## src/rtl/instr_fetch_unit.sv

```systemverilog
// instr_fetch_unit
//   Fetch stage feeding the processor decode/execute logic. Holds the PC, issues
//   word reads to the instruction memory port, buffers returned words in a small
//   FIFO and presents them over a valid/ready handshake. A redirect (taken
//   branch/jump) flushes the FIFO and any in-flight fetch and restarts at the
//   word-aligned target.
//
//   Ports:
//     clk, rst                 clock, asynchronous active-high reset
//     imem_req, imem_addr      read strobe / word address to instruction memory
//     imem_rdata               read data, valid one cycle after imem_req
//     redirect_valid/_pc       branch/jump redirect and its target
//     out_valid/ready          handshake towards the processor
//     out_instr, out_pc        head-of-FIFO instruction and its address
//     perf_fetch_cnt           delivered instructions (saturating)
//     perf_stall_cnt           cycles with out_valid && !out_ready (saturating)
//
//   Optional feature: define IFU_PERF_CNT_EN to build the performance counters;
//   otherwise both perf ports are tied to zero.

module instr_fetch_unit #(
    parameter int unsigned       ADDR_W     = 32,
    parameter logic [ADDR_W-1:0] RESET_PC   = 32'h00000000,
    parameter int unsigned       FIFO_DEPTH = 2
) (
    input  logic              clk,
    input  logic              rst,
    output logic              imem_req,
    output logic [ADDR_W-1:0] imem_addr,
    input  logic [31:0]       imem_rdata,
    input  logic              redirect_valid,
    input  logic [ADDR_W-1:0] redirect_pc,
    output logic              out_valid,
    input  logic              out_ready,
    output logic [31:0]       out_instr,
    output logic [ADDR_W-1:0] out_pc,
    output logic [31:0]       perf_fetch_cnt,
    output logic [31:0]       perf_stall_cnt
);

    localparam int unsigned PTR_W = $clog2(FIFO_DEPTH);
    localparam int unsigned CNT_W = PTR_W + 1;
    localparam int unsigned OCC_W = PTR_W + 2;

    logic [ADDR_W-1:0] pc;
    logic [ADDR_W-1:0] inflight_pc;
    logic              inflight;

    logic [31:0]       instr_q [FIFO_DEPTH];
    logic [ADDR_W-1:0] pc_q    [FIFO_DEPTH];
    logic [PTR_W-1:0]  rd_ptr;
    logic [PTR_W-1:0]  wr_ptr;
    logic [CNT_W-1:0]  count;

    logic              issue;
    logic              push;
    logic              pop;
    logic [OCC_W-1:0]  occupancy;

    // Occupancy credits a same-cycle pop so that a steady stream with
    // out_ready=1 keeps one fetch issued per cycle; the FIFO still cannot
    // overflow because every slot counted here is either filled or in flight.
    always_comb begin
        pop       = (count != '0) && out_ready && !redirect_valid;
        push      = inflight && !redirect_valid;
        occupancy = OCC_W'(count) + OCC_W'(inflight) - OCC_W'(pop);
        issue     = !rst && !redirect_valid && (occupancy < OCC_W'(FIFO_DEPTH));
    end

    assign imem_req  = issue;
    assign imem_addr = pc;
    assign out_valid = (count != '0);
    assign out_instr = instr_q[rd_ptr];
    assign out_pc    = pc_q[rd_ptr];

    // PC and the single outstanding-fetch tracker. A redirect kills the
    // outstanding fetch so its returning data is never pushed.
    always_ff @(posedge clk or posedge rst) begin
        if (rst) begin
            pc          <= RESET_PC;
            inflight    <= 1'b0;
            inflight_pc <= '0;
        end else if (redirect_valid) begin
            pc       <= redirect_pc & ~ADDR_W'(3);
            inflight <= 1'b0;
        end else begin
            inflight <= issue;
            if (issue) begin
                pc          <= pc + ADDR_W'(4);
                inflight_pc <= pc;
            end
        end
    end

    always_ff @(posedge clk or posedge rst) begin
        if (rst) begin
            rd_ptr <= '0;
            wr_ptr <= '0;
            count  <= '0;
            for (int unsigned i = 0; i < FIFO_DEPTH; i++) begin
                instr_q[i] <= '0;
                pc_q[i]    <= '0;
            end
        end else if (redirect_valid) begin
            rd_ptr <= '0;
            wr_ptr <= '0;
            count  <= '0;
        end else begin
            if (push) begin
                instr_q[wr_ptr] <= imem_rdata;
                pc_q[wr_ptr]    <= inflight_pc;
                wr_ptr          <= wr_ptr + PTR_W'(1);
            end
            if (pop) begin
                rd_ptr <= rd_ptr + PTR_W'(1);
            end
            count <= count + CNT_W'(push) - CNT_W'(pop);
        end
    end

`ifdef IFU_PERF_CNT_EN
    logic [31:0] fetch_cnt;
    logic [31:0] stall_cnt;

    always_ff @(posedge clk or posedge rst) begin
        if (rst) begin
            fetch_cnt <= '0;
            stall_cnt <= '0;
        end else begin
            if (pop && (fetch_cnt != '1)) begin
                fetch_cnt <= fetch_cnt + 32'd1;
            end
            if (out_valid && !out_ready && (stall_cnt != '1)) begin
                stall_cnt <= stall_cnt + 32'd1;
            end
        end
    end

    assign perf_fetch_cnt = fetch_cnt;
    assign perf_stall_cnt = stall_cnt;
`else
    assign perf_fetch_cnt = '0;
    assign perf_stall_cnt = '0;
`endif

endmodule

```

## config.mk

```make
export PLATFORM = sky130hd
export DESIGN_NAME = instr_fetch_unit
export DESIGN_NICKNAME = d
export VERILOG_FILES = /design/src/rtl/instr_fetch_unit.sv
export SDC_FILE = /design/constraint.sdc
export NUM_CORES = 1
export LEC_CHECK = 0
export ABC_AREA = 1
export CORE_UTILIZATION = 45
export DETAILED_ROUTE_END_ITERATION = 12
export PLACE_DENSITY = 0.74
export SLEW_MARGIN = 20
export SYNTH_ARGS = -nofsm -noshare
export SYNTH_HDL_FRONTEND = slang
export SYNTH_SLANG_ARGS = --single-unit
```

## constraint.sdc

```tcl
create_clock -name clk -period 9.49 [get_ports clk]
set_input_delay 1.898 -clock clk [delete_from_list [all_inputs] [get_ports clk]]
set_output_delay 1.898 -clock clk [all_outputs]
set_load 0.05 [all_outputs]
```

==> flow_summary.yaml <==
outcome:
  status: "finished clean"
sta:
  setup_violations: 0
  rsz0062_at_grt: "no"
  setup_tns_ns: 0
  final.period_utilization_pct: 71.8
  maxSlewViolCount: 0
  max_freq_mhz: 147
  slew_headroom_pct: 38.2
  worstMarginPinSlew_ns: 0.927
  fin_crit_ns: 6.81
  report.final.hold_viol_count: 0
  final.setup_skew_ns: 0.0105
floorplan:
  io_pins: 230
  initial_core_util_pct: 46.3
  core_area_um2: 20500
  chipWidth_um: 147
  rows: 52
  die_h_um: 147
  dieArea_um2: 21700
power_and_ir_drop:
  power.share.clock_pct: 19.8
  p_leak_nw: 5.84
  pwr-share-seq_pct: 35.6
  power.switching_w: 0.00163
  swShare_pct: 43.8
  ir_drop_v: 0.000154
  p_int_w: 0.00208
  p_comb_share_pct: 44.5
  p_per_area_nw_per_um2: 321
cts:
  cts_made_buffers: 17
  cts.clk_slew.worst_paths_ns: 0.06
  cts_root_buf: "clkbuf_16"
  cts.sinks: 189
  post_cts_buffers: 0
  cts_tree: "yes"
  cts_max_level: 4
  cts_hold_buf: 0
  cts_buffer_depth: 2
  clk_latency_ns: 0.43
  cts_resized: 0
min_path:
  worst_hold_startpoint: "instr_q[58]"
  hold_class: "flop to flop"
setup_path:
  critPathLaunchType: "input pin"
  critical-path-max-stage-delay_ns: 0.79
  cp-startpoint: "redirect_valid"
  path_cells: "clkdlybuf4s50_1, buf_4, nor2_1, ha_1, inv_1, nand2_1, fa_1, nand2_1, nor2_1, nand2_2, inv_1, clkdlybuf4s50_1"
  crit_type: "input pin to primary output"
  arrival_ns: 4.92
  cp_max_fo: 36
  cp-end-kind: "primary output"
  worstPathRequired_ns: 7.59
  slowest_stage: "clkdlybuf4s50_1"
  r2r_start: "count[1]"
synth:
  synth.area.top_cells: "dfrtp_1 50%, nand2_1 19%, o21ai_0 5.6%"
  yosysSeqAreaShare_pct: 49.8
  synth.distinct_cells: 31
  synth.most_common_cell: "nand2_1"
  synth_largest_area_cell: "dfrtp_1"
  synth_top_area_share_pct: 49.8
  synth_ff_type: "dfrtp_1"
  ys_ff_latch: 189
  synth.avg_cell_area_um2: 7.57
  netlist_area_um2: 9500
  synthArstFlopShare_pct: 100
  postSynthCellCount: 1255
  ys_top_cells_by_count: "481 x nand2_1, 189 x dfrtp_1, 132 x inv_1, 106 x o21ai_0"
  synth-edff-count: 0
  yosysWarnings: 0
placement:
  dp_hpwl_um: 14500
  place_inst: 1634
  place_congestion: 0.934
  port_buffers: 159
global_routing:
  grt_overflow: 0
  grt_pass1_vias: 7424
  track_usage_pct: 21.2
  grt_max_degree: 125
  grt_pass1_wl_um: 36700
  antenna_found_initial: 0
cells_and_area:
  multi_input_area_um2: 3720
  area.sequential_um2: 4730
  diodes: 0
  synthToLayoutAreaGrowth_pct: 21.8
  fin_cells: 1666
  nets: 1456
  nFillCells: 1941
  drive_above_1_share_pct: 3.80
route:
  drt-initial-drc-count: 493
  vias: 8002
  wl_um: 22200
  drt_pass1_iterations: 4
  ant_nets: 0
  drc: 0
  drt-wirelength-per-cell_um: 13.3
  routed_via_density: 4.80
run:
  max_cap_violations: 0
-- critical path: cells and delay by family --
kind / cells / cell delay (ns)
simple gates: 5 / 0.50
buf+inv: 5 / 1.72
fa+ha+maj: 2 / 0.80
-- cell type report --
class / count / share of cell area, %
timing repair buffer: 167 / 14.3
multi-input combinational: 874 / 32.1
sequential: 189 / 40.9
clock buffer: 21 / 3.98
inverter: 134 / 4.43
clock inverter: 11 / 1.32
tap: 270 / 2.92
-- through the flow --
| step | area, µm² | hold slack, ns | utilization [%] | setup WS [ns] | total power [W] |
|---|---|---|---|---|---|
| 6_report | 11600 | 0.485 | 56.4 | 2.68 | 0.00371 |
| 2_1_floorplan | 9750 | 0.453 | - | 0.730 | 0.00249 |
| 3_5_place_dp | 11000 | 0.470 | 53.4 | 2.66 | 0.00299 |
| 3_3_place_gp | 11000 | 0.464 | 53.4 | 2.73 | 0.00296 |
| 5_1_grt | 11600 | 0.504 | 56.4 | 2.51 | 0.00395 |
| 4_1_cts | 11600 | 0.489 | 56.4 | 2.65 | 0.00374 |
-- cell usage in the layout (no fill, tap or decap), types with 2 or more instances in the layout --
| master | count |
|---|---|
| a21oi_1 | 14 |
| buf_4 | 7 |
| bufinv_16 | 3 |
| clkbuf_1 | 2 |
| clkbuf_16 | 17 |
| clkbuf_8 | 2 |
| clkdlybuf4s50_1 | 159 |
| clkinvlp_4 | 3 |
| conb_1 | 68 |
| dfrtp_1 | 188 |
| ha_1 | 4 |
| inv_1 | 131 |
| inv_6 | 5 |
| nand2_1 | 480 |
| nand2_2 | 2 |
| nand3_1 | 62 |
| nor2_1 | 69 |
| nor2_2 | 2 |
| o211ai_1 | 7 |
| o21ai_0 | 106 |
| o21ai_1 | 47 |
| o21ai_2 | 3 |
-- power groups by stage --
| stage | combinational [W] | sequential (W) | clock, W |
|---|---|---|---|
| 2_1_floorplan | 0.00112 | 0.00137 | 0 |
| 6_report | 0.00165 | 0.00132 | 0.000736 |
| 3_5_place_dp | 0.00166 | 0.00133 | 0 |
| 5_1_grt | 0.00180 | 0.00136 | 0.000788 |
| 3_3_place_gp | 0.00164 | 0.00132 | 0 |
| 4_1_cts | 0.00167 | 0.00132 | 0.000754 |
-- final timing paths --
check                                end  depth (start not counted)  slack, ns
max in group asynchronous         rd_ptr                          3       6.30
min in group asynchronous     instr_q[7]                          2       1.96
min                          instr_q[58]                          2       0.48
max                             imem_req                         12       2.68
max reg2reg                imem_addr[11]                         16       5.72
min reg2reg                  instr_q[58]                          2       0.48
-- routing by layer --
metal	track usage, %	vias to the layer above	routed length (µm)
li1	-	3996	-
met1	30.4	3697	10400
met2	32.8	284	10100
met3	3.26	25	1250
met4	7.01	0	382
met5	0	-	0
-- registers in the layout (all words and copies together) (netlist names) --
| register | flops |
|---|---|
| count | 2 |
| imem_addr | 30 |
| inflight | 1 |
| inflight_pc | 30 |
| instr_q | 64 |
| pc_q | 60 |
| rd_ptr | 1 |
| wr_ptr | 1 |
-- logic make-up (layout without fill, tap and decap cells) --
logic type,count (synthesis),after routing,synth area share [%]
simple gates,622,622,25.7
buf+inv,259,333,13.9
flops,189,189,49.8
compound gates,177,177,9.63
fa+ha+maj,5,5,0.738
xor+xnor,2,2,0.184
other cells,1,68,0.0395
(Power assumes the default switching activity.)
